File: config.mk
export PLATFORM = sky130hd
export DESIGN_NAME = cache_port_arbiter
export DESIGN_NICKNAME = d
export VERILOG_FILES = /design/src/rtl/cache_port_arbiter.sv
export SDC_FILE = /design/constraint.sdc
export NUM_CORES = 1
export LEC_CHECK = 0
export ABC_AREA = 0
export CAP_MARGIN = 20
export CORE_UTILIZATION = 50
export DETAILED_ROUTE_END_ITERATION = 6
export PLACE_DENSITY = 0.85
export SYNTH_ARGS = -nofsm -noshare
export SYNTH_HDL_FRONTEND = slang
export SYNTH_SLANG_ARGS = --single-unit
File: constraint.sdc
create_clock -name clk -period 5.3 [get_ports clk]
set_clock_uncertainty 0.1 [all_clocks]
set_input_delay 1.06 -clock clk [delete_from_list [all_inputs] [get_ports clk]]
set_output_delay 1.06 -clock clk [all_outputs]
set_load 0.05 [all_outputs]
File: src/rtl/cache_port_arbiter.sv
// Two-requester round-robin arbiter for the cache read port, with per-requester access/hit counters
// and a serial divider reporting hit rate. Access: 2 cycles minimum req-to-done; divide: CNT_W+7 cycles.
// Backpressure: requesters hold req/addr until done; the cache stalls an access by holding cache_ready low.
module cache_port_arbiter #(
   parameter int ADDR_W = 15,
   parameter int CNT_W  = 14
) (
   input  logic              clk,
   input  logic              rst,
   input  logic              req0,
   input  logic              req1,
   input  logic [ADDR_W-1:0] addr0,
   input  logic [ADDR_W-1:0] addr1,
   output logic              done0,
   output logic              done1,
   output logic              hit0,
   output logic              hit1,
   output logic              cache_read,
   output logic [ADDR_W-1:0] cache_addr,
   input  logic              cache_ready,
   input  logic              cache_hit,
   input  logic              stat_start,
   input  logic              stat_sel,
   output logic              stat_busy,
   output logic              stat_valid,
   output logic [6:0]        hit_rate,
   output logic [CNT_W-1:0]  acc_cnt0,
   output logic [CNT_W-1:0]  acc_cnt1,
   output logic [CNT_W-1:0]  hit_cnt0,
   output logic [CNT_W-1:0]  hit_cnt1
);

   localparam int NUM_W = CNT_W + 7;
   localparam int BC_W  = $clog2(NUM_W);
   localparam logic [CNT_W-1:0] CNT_MAX   = '1;
   localparam logic [NUM_W-1:0] HUNDRED   = NUM_W'(100);
   localparam logic [BC_W-1:0]  LAST_BIT  = BC_W'(NUM_W - 1);

   typedef enum logic {ARB_IDLE, ARB_BUSY} arb_state_t;
   typedef enum logic {DIV_IDLE, DIV_RUN}  div_state_t;

   // arbiter state
   arb_state_t        arb_state_q;
   logic              win_q;        // requester owning the current access
   logic              last_q;       // requester served most recently
   logic              cache_read_q;
   logic [ADDR_W-1:0] cache_addr_q;
   logic              done0_q, done1_q, hit0_q, hit1_q;
   logic [CNT_W-1:0]  acc_cnt0_q, acc_cnt1_q, hit_cnt0_q, hit_cnt1_q;
   logic [CNT_W-1:0]  acc_cnt0_d, acc_cnt1_d, hit_cnt0_d, hit_cnt1_d;
   logic              grant_sel;
   logic              complete;

   // divider state
   div_state_t        div_state_q;
   logic [NUM_W-1:0]  num_q;        // dividend shifting out, quotient shifting in
   logic [CNT_W-1:0]  rem_q;
   logic [CNT_W-1:0]  den_q;
   logic [BC_W-1:0]   bit_cnt_q;
   logic [6:0]        rate_q;
   logic              stat_valid_q, stat_busy_q;
   logic [CNT_W:0]    rem_shift;
   logic [CNT_W-1:0]  rem_sub, rem_next;
   logic              rem_ge;
   logic [NUM_W-1:0]  num_next, num_init;
   logic [CNT_W-1:0]  sel_acc, sel_hit;

   // Winner selection: contention goes to whoever was not served last.
   always_comb begin
      grant_sel = 1'b0;
      if (req0 && req1) grant_sel = ~last_q;
      else if (req1)    grant_sel = 1'b1;
      complete = (arb_state_q == ARB_BUSY) && cache_ready;
   end

   // Counter update on completion; a saturated access count freezes both counters of that requester.
   always_comb begin
      acc_cnt0_d = acc_cnt0_q;
      acc_cnt1_d = acc_cnt1_q;
      hit_cnt0_d = hit_cnt0_q;
      hit_cnt1_d = hit_cnt1_q;
      if (complete && !win_q && acc_cnt0_q != CNT_MAX) begin
         acc_cnt0_d = acc_cnt0_q + 1'b1;
         hit_cnt0_d = hit_cnt0_q + {{(CNT_W-1){1'b0}}, cache_hit};
      end
      if (complete && win_q && acc_cnt1_q != CNT_MAX) begin
         acc_cnt1_d = acc_cnt1_q + 1'b1;
         hit_cnt1_d = hit_cnt1_q + {{(CNT_W-1){1'b0}}, cache_hit};
      end
   end

   // Arbiter FSM: one outstanding cache read, done/hit registered toward the winner.
   always_ff @(posedge clk or posedge rst) begin
      if (rst) begin
         arb_state_q  <= ARB_IDLE;
         win_q        <= 1'b0;
         last_q       <= 1'b1;
         cache_read_q <= 1'b0;
         cache_addr_q <= '0;
         done0_q      <= 1'b0;
         done1_q      <= 1'b0;
         hit0_q       <= 1'b0;
         hit1_q       <= 1'b0;
         acc_cnt0_q   <= '0;
         acc_cnt1_q   <= '0;
         hit_cnt0_q   <= '0;
         hit_cnt1_q   <= '0;
      end else begin
         done0_q    <= 1'b0;
         done1_q    <= 1'b0;
         acc_cnt0_q <= acc_cnt0_d;
         acc_cnt1_q <= acc_cnt1_d;
         hit_cnt0_q <= hit_cnt0_d;
         hit_cnt1_q <= hit_cnt1_d;
         case (arb_state_q)
            ARB_IDLE: begin
               if (req0 || req1) begin
                  win_q        <= grant_sel;
                  cache_addr_q <= grant_sel ? addr1 : addr0;
                  cache_read_q <= 1'b1;
                  arb_state_q  <= ARB_BUSY;
               end
            end
            ARB_BUSY: begin
               if (cache_ready) begin
                  cache_read_q <= 1'b0;
                  if (win_q) begin
                     done1_q <= 1'b1;
                     hit1_q  <= cache_hit;
                  end else begin
                     done0_q <= 1'b1;
                     hit0_q  <= cache_hit;
                  end
                  last_q      <= win_q;
                  arb_state_q <= ARB_IDLE;
               end
            end
            default: arb_state_q <= ARB_IDLE;
         endcase
      end
   end

   // Restoring divider step and snapshot operands.
   always_comb begin
      sel_acc   = stat_sel ? acc_cnt1_q : acc_cnt0_q;
      sel_hit   = stat_sel ? hit_cnt1_q : hit_cnt0_q;
      num_init  = {7'd0, sel_hit} * HUNDRED;
      rem_shift = {rem_q, num_q[NUM_W-1]};
      rem_ge    = rem_shift >= {1'b0, den_q};
      rem_sub   = rem_shift[CNT_W-1:0] - den_q;
      rem_next  = rem_ge ? rem_sub : rem_shift[CNT_W-1:0];
      num_next  = {num_q[NUM_W-2:0], rem_ge};
   end

   // Divider FSM: snapshot on start, one quotient bit per cycle, zero denominator short-cuts to 0.
   always_ff @(posedge clk or posedge rst) begin
      if (rst) begin
         div_state_q  <= DIV_IDLE;
         num_q        <= '0;
         rem_q        <= '0;
         den_q        <= '0;
         bit_cnt_q    <= '0;
         rate_q       <= '0;
         stat_valid_q <= 1'b0;
         stat_busy_q  <= 1'b0;
      end else begin
         stat_valid_q <= 1'b0;
         case (div_state_q)
            DIV_IDLE: begin
               if (stat_start) begin
                  if (sel_acc == '0) begin
                     rate_q       <= '0;
                     stat_valid_q <= 1'b1;
                  end else begin
                     num_q       <= num_init;
                     rem_q       <= '0;
                     den_q       <= sel_acc;
                     bit_cnt_q   <= '0;
                     stat_busy_q <= 1'b1;
                     div_state_q <= DIV_RUN;
                  end
               end
            end
            DIV_RUN: begin
               num_q     <= num_next;
               rem_q     <= rem_next;
               bit_cnt_q <= bit_cnt_q + 1'b1;
               if (bit_cnt_q == LAST_BIT) begin
                  rate_q       <= num_next[6:0];
                  stat_valid_q <= 1'b1;
                  stat_busy_q  <= 1'b0;
                  div_state_q  <= DIV_IDLE;
               end
            end
            default: div_state_q <= DIV_IDLE;
         endcase
      end
   end

   assign done0      = done0_q;
   assign done1      = done1_q;
   assign hit0       = hit0_q;
   assign hit1       = hit1_q;
   assign cache_read = cache_read_q;
   assign cache_addr = cache_addr_q;
   assign stat_busy  = stat_busy_q;
   assign stat_valid = stat_valid_q;
   assign hit_rate   = rate_q;
   assign acc_cnt0   = acc_cnt0_q;
   assign acc_cnt1   = acc_cnt1_q;
   assign hit_cnt0   = hit_cnt0_q;
   assign hit_cnt1   = hit_cnt1_q;

endmodule
==> impl_results.md <==
- Grt total ovfl: 0
- Hold Vio Cnt, Final: 0
- WP data required: 5510 ps
- H-tree lvl count: 4
- Worst-Margin Slew: 1055 ps
- Syn Inst Count: 838
- Crit Path Class: in -> reg
- Hold buffers post-CTS: 0
- Synth cell types: 65
- Seq cells post-synth: 143
- Critical Path Fanout Max: 15
- Leakage power: 0.004804 µW
- Clock sinks: 143
- RSZ-0062 raised after global routing: no
- Total GRT Usage: 0.2318
- CTS Buf Count: 17
- Total of max-cap violations: 0
- CTS clk-pin slew, worst paths: 60 ps
- Power per cell area: 526.7 mW/mm²
- Largest area contributor in the netlist: dfrtp_1
- Starting density of the core: 0.5124
- Post-CTS setup buffer count: 0
- Post-synth EDFFs: 0
- Mapped Avg Cell Area: 10.14 µm²
- Largest cells by area after synthesis: dfrtp_1 42%, ha_1 10%, xnor2_1 5.7%
- Vert. Die Dim: 132.4 µm
- YS warnings: 0
- Min-Delay Path Class: reg -> reg
- Total nets after synthesis: 954
- Ys flop type: dfrtp_1
- IO Pins: 123
- R2R Path Start: hit_cnt1[7]
- Final Cycle Share: 0.8576
- Seq/Total Area, Yosys: 0.4212
- Syn Std Cell Area: 0.008498 mm²
- Final net count: 1,074
- Pre-Repair DR Iteration Count: 5
- First-pass GRT wire length: 32.58 mm
- Minimum clock period: 4545 ps
- Ys async rst share: 1.000
- Final wirelength: 19.51 mm
- Fmax: 220.0 MHz
- CTS resizes: 0
- Slew headroom: 0.2923
- Bufs on Longest Clock Path: 2
- Arr. time, crit path: 4750 ps
- DR vias/cell: 5.640
- Port bufs: 122
- CTS tree: built
- Total Power: 5516 µW
- Core area: 0.01658 mm²
- Drt initial violations: 423
- Status: finished, final reports clean
- Capturing element type of the critical path: flop
- ANT nets after route: 0
- Antenna violations before repair: 0
- Vias: 6,717
- Layout area overhead: 23.23%
- Die X: 132.4 µm
- ANT cells: 0
- Full die area: 0.01752 mm²
- # fillers: 1,256
- Vias in the first global route: 6,607
- Wire per inst: 16.38 µm
- Final setup fails: 0
- Worst Setup Start Kind: primary input
- Root Buffer: clkbuf_16
- RD Place Congestion: 0.8825
- Largest net degree at the start of global routing: 98
- Clock latency on the worst-skew pair: 430 ps
- Slew Viols, Final: 0
- HP Start: cache_addr[1]
- Layout cells sized above 1: 0.07312
- Row cnt: 47
- DP Wirelength: 13.84 mm
- Final setup TNS: 0 ps
- CP startpoint: stat_sel
- Post-synth top area share: 0.4181
- Max VDD drop: 0.3257 mV
- DRC: 0
## worst max-delay path, cell delays in order
cell and delay [ps]:
buf_2 340, mux2i_1 340, inv_1 110, ha_1 320, ha_1 290, inv_1 50, fa_1 500, inv_1 50
ha_1 420, and4_1 250, and4bb_1 230, nor2_1 60, a211oi_2 250, and2_1 170, nor3_1 40, a221o_1 260
## logic make-up (layout without fill, tap and decap cells)
| family | count (synthesis) | after routing | share of synthesized area |
|---|---|---|---|
| buffers and inverters | 116 | 249 | 0.06066 |
| DFF | 143 | 143 | 0.4212 |
| and+or+nand+nor | 221 | 221 | 0.1262 |
| xor gates and xnor gates | 72 | 72 | 0.07420 |
| adders and majority gates | 78 | 78 | 0.1237 |
| muxes | 54 | 54 | 0.06581 |
| AOI/OAI and AO/OA | 154 | 154 | 0.1282 |
## metal layers
| layer | global-route usage | up-vias | wire (µm) |
|---|---|---|---|
| li1 | - | 3195 | - |
| met5 | 0 | - | 0 |
| met4 | 0.08621 | 0 | 431 |
| met1 | 0.2922 | 3193 | 8182 |
| met2 | 0.3795 | 286 | 9391 |
| met3 | 0.06498 | 43 | 1506 |
## worst paths after layout
path                       cells after the start  slack (ps)            end
max                                           16         750      num_q[17]
min                                            2         380  cache_addr[1]
max reg2reg                                   15        1380      num_q[17]
min reg2reg                                    2         380  cache_addr[1]
max in group asynchronous                      3        3160   bit_cnt_q[2]
min in group asynchronous                      2        1100  cache_addr[1]
## through the flow
step                cell area [µm²]  cells  utilization  setup slack [ps]  hold slack [ps]
floorplan                      8498    838            -             303.7            337.4
global placement               9869   1158       0.5951             439.1            357.1
detailed placement             9869   1158       0.5951             304.3            370.4
CTS                           10470   1190       0.6311             748.6            384.5
global route                  10470   1191       0.6315             300.7            409.1
finish                        10470   1191       0.6315             754.5            379.5
## state kept, by name, indices dropped and copies added (netlist names), 5 cells and up
name        flops
acc_cnt1       14
num_q          21
hit_rate        7
hit_cnt0       14
bit_cnt_q       5
acc_cnt0       14
rem_q          14
hit_cnt1       14
cache_addr     15
den_q          14
## Yosys cell counts, drive strengths merged (19+ instances only)
master  instances
a21oi          23
nand4          19
buf            21
nand3          27
xnor2          55
ha             68
inv            86
o21ai          48
mux2i          39
nand2          89
dfrtp         142
nor2           37
## placed cells by master (no fill, tap or decap), types with 27 or more instances in the layout
cell and instances:
dfrtp_1 142, clkdlybuf4s50_1 121, nand2_1 89, inv_1 85, ha_1 68, xnor2_1 55
o21ai_0 40, mux2i_1 39, nor2_1 35, nand3_1 27
## report_power, final
group	switching [µW]	internal [µW]
Sequential	330	1430
Combinational	1500	1030
Clock	484	742
Total	2320	3200
## cell type report
class	count	area (µm²)	share of cell area
flip-flops and latches	143	3580	0.3418
well taps	220	275.3	0.02628
inverters	86	327.8	0.03130
repair buffers	131	1284	0.1226
multi-input cells	579	4410	0.4211
clock inverters	13	162.7	0.01553
clock buffers	19	432.9	0.04134
Power figures use the tool's default switching activity.
